`config.mk`:
```
export PLATFORM = sky130hd
export DESIGN_NAME = joybus_tx
export DESIGN_NICKNAME = d
export VERILOG_FILES = /design/src/rtl/joybus_tx.sv
export SDC_FILE = /design/constraint.sdc
export NUM_CORES = 1
export LEC_CHECK = 0
export CORE_UTILIZATION = 49
export CTS_CLUSTER_SIZE = 16
export DETAILED_ROUTE_END_ITERATION = 8
export PLACE_DENSITY = 0.78
export SLEW_MARGIN = 30
export SYNTH_ARGS = -nofsm -noshare
export SYNTH_HDL_FRONTEND = slang
export SYNTH_SLANG_ARGS = --single-unit
```
`constraint.sdc`:
```
create_clock -name clk -period 2 [get_ports clk]
set_input_delay 0.4 -clock clk [delete_from_list [all_inputs] [get_ports clk]]
set_output_delay 0.4 -clock clk [all_outputs]
set_load 0.05 [all_outputs]
```
`src/rtl/joybus_tx.sv`:
```
// JOYBUS console command transmitter: serialises a left-aligned command word
// in 4 us bit cells, appends the stop bit, then pulses rx_start to hand off to the receiver.
module joybus_tx #(
    parameter int CYC_PER_US   = 50,
    parameter int RX_START_DLY = 0
) (
    input  logic        clk,
    input  logic        rst,
    input  logic        tx_start,
    input  logic [23:0] tx_data,
    input  logic [4:0]  tx_len,
    output logic        JB_TX,
    output logic        tx_busy,
    output logic        rx_start
);

    // state     | meaning
    // IDLE      | line released, waiting for a request
    // LOW       | low part of a data cell (1 us for a 1, 3 us for a 0)
    // HIGH      | released remainder of the data cell
    // STOP_LOW  | 1 us console stop bit
    // STOP_WAIT | released line before rx_start fires
    typedef enum logic [2:0] {IDLE, LOW, HIGH, STOP_LOW, STOP_WAIT} state_t;

    localparam int CELL    = 4 * CYC_PER_US;
    localparam int PW_CELL = $clog2(CELL + 1);
    localparam int PW_DLY  = $clog2(RX_START_DLY + 1);
    // Widened only if the handoff delay would not fit the cell-sized counter
    localparam int PW      = (PW_DLY > PW_CELL) ? PW_DLY : PW_CELL;

    localparam logic [PW-1:0] SHORT_END = PW'(CYC_PER_US - 1);
    localparam logic [PW-1:0] LONG_END  = PW'(3 * CYC_PER_US - 1);
    localparam logic [PW-1:0] DLY_END   = PW'(RX_START_DLY);

    state_t        state, state_nxt;
    logic [PW-1:0] phase, phase_nxt;
    logic [23:0]   shreg, shreg_nxt;
    logic [4:0]    bit_cnt, bit_cnt_nxt;
    logic [PW-1:0] low_end, high_end;

    assign low_end  = shreg[23] ? SHORT_END : LONG_END;
    assign high_end = shreg[23] ? LONG_END  : SHORT_END;
    assign tx_busy  = (state != IDLE);

    always_comb begin
        state_nxt   = state;
        phase_nxt   = phase + PW'(1);
        shreg_nxt   = shreg;
        bit_cnt_nxt = bit_cnt;
        rx_start    = 1'b0;
        case (state)
            IDLE: begin
                phase_nxt = '0;
                if (tx_start && (tx_len != 5'd0)) begin
                    state_nxt   = LOW;
                    shreg_nxt   = tx_data;
                    bit_cnt_nxt = (tx_len > 5'd24) ? 5'd24 : tx_len;
                end
            end
            LOW: begin
                if (phase == low_end) begin
                    state_nxt = HIGH;
                    phase_nxt = '0;
                end
            end
            HIGH: begin
                if (phase == high_end) begin
                    shreg_nxt   = {shreg[22:0], 1'b0};
                    bit_cnt_nxt = bit_cnt - 5'd1;
                    phase_nxt   = '0;
                    state_nxt   = (bit_cnt == 5'd1) ? STOP_LOW : LOW;
                end
            end
            STOP_LOW: begin
                if (phase == SHORT_END) begin
                    state_nxt = STOP_WAIT;
                    phase_nxt = '0;
                end
            end
            STOP_WAIT: begin
                if (phase == DLY_END) begin
                    rx_start  = 1'b1;
                    state_nxt = IDLE;
                    phase_nxt = '0;
                end
            end
            default: begin
                state_nxt = IDLE;
                phase_nxt = '0;
            end
        endcase
    end

    always_ff @(posedge clk or posedge rst) begin
        if (rst) begin
            state   <= IDLE;
            phase   <= '0;
            shreg   <= '0;
            bit_cnt <= '0;
            JB_TX   <= 1'b1;
        end else begin
            state   <= state_nxt;
            phase   <= phase_nxt;
            shreg   <= shreg_nxt;
            bit_cnt <= bit_cnt_nxt;
            // Pad level follows the state being entered so it lines up with the state register
            JB_TX   <= !((state_nxt == LOW) || (state_nxt == STOP_LOW));
        end
    end

endmodule

```
* Yosys cells after proc, flatten, opt, wreduce, memory -nomap -nowiden
Cells that the tools add are included.
Storage, ports and cells: input bits 32, flip-flop bits (word level) 41, output and inout port bits 3
Cells by class: reductions and logical operators 9, equality and inequality tests 12, add/sub/neg operators 2, mux-type cells 23, magnitude comparators 1
Operators with widths (count):
- two-way mux 24 bit | 2
- two-way mux 8 bit | 6
- case mux 24 bit (2 select lines) | 1
- case mux 8 bit (4 select lines) | 1
- equality test 8 bit | 2
- two-way mux 3 bit | 5
- two-way mux 5 bit | 3
- case mux 3 bit (5 select lines) | 1
- case mux 5 bit (2 select lines) | 1
- equality test 3 x 2 -> 1 bit, second input constant | 3
- adder 8 x 1 -> 8 bit, second input constant | 1
- equality test 8 x 6 -> 1 bit, second input constant | 1
- logical NOT 8 bit | 1
- equality test 3 x 1 -> 1 bit, second input constant | 2
- equality test 5 x 1 -> 1 bit, second input constant | 1
- > comparator 5 bit, second input constant | 1
- nonzero test 5 bit | 1
- subtractor 5 x 1 -> 5 bit, second input constant | 1
- inequality test 2 bit, second input constant | 2
- equality test 3 bit, second input constant | 1
- logical NOT 3 bit | 1
- AND reduction 3 bit | 1
- nonzero test 3 bit | 1
- two-way mux 1 bit | 2
- other kinds (5) | 5

* Logic depth before layout (Yosys ltp)
word-level depth 7, gate-level depth with buffers 7, depth with buffers taken out 6

* Least setup slack after synthesis
OpenSTA, ideal clock, no wires.
kind flip-flop to output port, start register phase[2], end output rx_start, data arrival time 1704 ps, stages on the path, launching flop included 5, path slack -104 ps, required time 1600 ps, path through dfrtp_1 clkbuf_1 nor4_2 nand3_1 nor2_1
Between the ends: cells in the longest elaborated chain, start to end 3
Ends and longest elaborated chain:
- start: declaration | RTL line 36 | logic [PW-1:0] phase, phase_nxt;
- start signal: assignment | RTL line 103 | phase <= phase_nxt;
- logical NOT 8 bit | RTL line 81 | if (phase == DLY_END) begin
- two-way mux 1 bit | RTL line 81
- two-way mux 1 bit | RTL line 51 | case (state)
- end: declaration | RTL line 14 | output logic rx_start
No other way between the ends.

* Worst setup path in the final report
start register phase[3], end output rx_start
Same word-level chain as after synthesis.

==> impl_metrics.env <==
export IMPL_status="complete, but fails checks"
export IMPL_violations="DRC"
export IMPL_final_antenna_net_count=0
export IMPL_fin_total_pwr_mw=1.63
export IMPL_post_route_util_pct=69.6
export IMPL_io_buffers=34
export IMPL_n_antenna_cell=0
export IMPL_synth_seq_area_share_pct=44.0
export IMPL_grt_max_degree=42
export IMPL_cpPeakStageDelay_ps=390
export IMPL_hold_ws_ps=452
export IMPL_area_growth_synth_to_final_pct=33.5
export IMPL_grt_pass1_wl_um=8500
export IMPL_synth_seq_cells=41
export IMPL_slew_headroom_pct=73.8
export IMPL_clkLatencyLatePin_ps=300
export IMPL_synthesis_nets=275
export IMPL_cpMaxStageDelayCell="dfrtp_1"
export IMPL_fin_skew_ps=9.63
export IMPL_critical_path_class="reg -> out"
export IMPL_critPathArrivalTime_ps=1550
export IMPL_fin_nets=332
export IMPL_min_period_over_period_pct=97.4
export IMPL_dp_hpwl_um=3430
export IMPL_seq_area_sq_mm=0.00103
export IMPL_drive_gt1_share_pct=25.3
export IMPL_clk_pin_slew_ps=90
export IMPL_ioPinCount=35
export IMPL_drt_iter0_drc=159
export IMPL_num_fill_cells=333
export IMPL_cts_buffers=5
export IMPL_cts_root_buf="clkbuf_8"
export IMPL_p_per_area_mw_per_mm2=524
export IMPL_grt_use_total_pct=21.7
export IMPL_rsz0062_at_grt="yes"
export IMPL_multi_input_area_sq_mm=0.00127
export IMPL_clock_sinks=41
export IMPL_postCtsHoldBufs=0
export IMPL_cap_violations=0
export IMPL_maxClockFrequency_mhz=513
export IMPL_wl_per_cell_um=15.0
export IMPL_hold_viol=0
export IMPL_routed_via_density=5.47
export IMPL_cp_top_family="simple AND/OR/NAND/NOR gates"
export IMPL_cp_required_ps=1600
export IMPL_rows=24
export IMPL_maxSlewViolCount=0
export IMPL_place_gp_congestion=0.845
export IMPL_cp_cell_sequence="buf_4 > nor4_4 > nand3_1 > nor2_4 > buf_12"
export IMPL_tightest_slew_ps=393
export IMPL_peakVddDrop_uv=353
export IMPL_routed_wl_um=5210
export IMPL_period_needed_ps=1950
export IMPL_grt_ovfl_total=0
export IMPL_start_util_pct=52.1
export IMPL_cts_tree="built"
export IMPL_fp_dieArea_sq_mm=0.00504
export IMPL_drc=2
export IMPL_synthCells=238
export IMPL_antenna_found_initial=0
export IMPL_setup_violations_final=0
export IMPL_die_w_um=71.0
export IMPL_vias=1905
export IMPL_grt_pass1_vias=1859
export IMPL_cp_max_fo=5
export IMPL_syn_mean_instance_area_sq_um=9.80
export IMPL_clock_path_buffers=2
export IMPL_netlist_area_sq_mm=0.00233
export IMPL_instances_no_fill=348
export IMPL_drtPass1Iterations=7
export IMPL_regToRegSetupSlack_ps=70
export IMPL_cp_num_buf_inv=2
export IMPL_synth_cell_types=48
export IMPL_hold_class="in -> async"
export IMPL_h_tree_depth=2
export IMPL_yosysWarnings=0
export IMPL_leakagePower_nw=1.39
export IMPL_coreArea_sq_mm=0.00447
export IMPL_worstSetupEndpointType="primary output"
export IMPL_startpoint_type="flip-flop"
export IMPL_dp_cells=336
export IMPL_die_h_um=71.0
## per-stage QoR
step	area (sq um)	TNS [ps]	setup WS (ps)
2_1_floorplan	2330	0	85.9
3_3_place_gp	2900	-7480	-273
3_5_place_dp	2900	-8020	-293
4_1_cts	3020	0	15.2
5_1_grt	3110	-5.50	-4.62
6_report	3110	0	52.1
## final timing paths
check	startpoint	to	depth (start not counted)
max reg2reg	phase[1]	shreg[10]	7
min	rst	shreg[23]	3
min in group clk	shreg[9]	shreg[9]	1
max	phase[3]	rx_start	5
max in group asynchronous	rst	JB_TX	3
min reg2reg	shreg[9]	shreg[9]	1
## placed cells by master, fill, tap and decap left out, drive strengths merged, types with 2 or more instances in the layout
cell and count:
dfrtp 40, inv 6, buf 29, mux2 23
a21oi 11, nor3b 2, xor2 3, or3b 3
ha 5, nor3 3, a31oi 2, clkdlybuf4s50 28
nor2 7, nand3 5, xnor2 5, nand2 77
o211ai 5, clkbuf 6, o21ai 3, dlymetal6s2s 3
and3 6
## cell families (layout without fill, tap and decap cells)
family,count (synthesis),after routing,share of synthesized area (%)
compound gates,32,32,10.5
xor+xnor,8,8,3.00
fa+ha+maj,5,5,2.68
buf+inv,17,75,3.43
flops,41,41,44.0
mux,24,24,14.4
simple gates,111,111,21.9
## flip-flops by register name, indices dropped and copies added (netlist names)
name / cells
shreg: 24
state: 3
phase: 8
bit_cnt: 5
JB_TX: 1
## worst min-delay path, stage by stage
cell and delay, ps:
clkdlybuf4s50_1 390, inv_1 90, buf_12 240
## report_power, final
group	internal (mW)	switching, mW	leakage, nW
Clock	0.374	0.312	0.0543
Sequential	0.828	0	0.420
Combinational	0.0728	0.0459	0.917
## routing by layer
metal  vias up  GRT usage, %  part of all wire, %
met3         5          3.13                  3.7
met5         -             0                    0
met1       930          31.1                   46
li1        925             -                    -
met4         0          7.33                  1.3
met2        45          33.9                   49
## what timing repair did
item,in CTS,in global routing
resized for setup,2,11
endpoints found under the setup margin,1,27
pin swaps,0,4
cloned,0,1
setup buffers,0,3
## final cells by class
type	count	share of cell area, %
repair buffers	61	19.6
multi-input cells	180	40.9
well taps	52	2.09
inverters	6	0.723
flip-flops and latches	41	33.0
clock inverters	3	1.49
clock buffers	5	2.21
## synthesized netlist by cell type (all sizes together)
master / instances / area (sq um)
a211o: 1 / 8.76
o211ai: 5 / 56.3
mux2i: 1 / 10.0
xnor2: 5 / 43.8
and3b: 1 / 8.76
a31oi: 2 / 12.5
or4: 1 / 11.3
o32a: 1 / 10.0
mux2: 23 / 327
dfrtp: 40 / 1000
or3b: 3 / 26.3
o2bb2ai: 1 / 8.76
inv: 6 / 22.5
o21ai: 3 / 26.3
a41o: 1 / 10.0
ha: 5 / 62.6
buf: 5 / 35.0
nor4: 1 / 12.5
o31ai: 1 / 7.51
and4bb: 1 / 12.5
nor4b: 1 / 8.76
and2: 1 / 6.26
nand2: 77 / 289
nor2b: 1 / 6.26
a32o: 1 / 10.0
nor3b: 2 / 20.0
nand3: 5 / 25.0
or3: 1 / 6.26
xor2: 3 / 26.3
a22oi: 1 / 7.51
dfstp: 1 / 26.3
a21boi: 1 / 7.51
nor3: 3 / 15.0
clkbuf: 6 / 22.5
nor2: 7 / 26.3
a21oi: 11 / 55.1
and3: 6 / 37.5
o311ai: 1 / 8.76
o21a: 1 / 7.51
a211oi: 1 / 7.51
No activity file was read; power rests on OpenSTA's default activity.
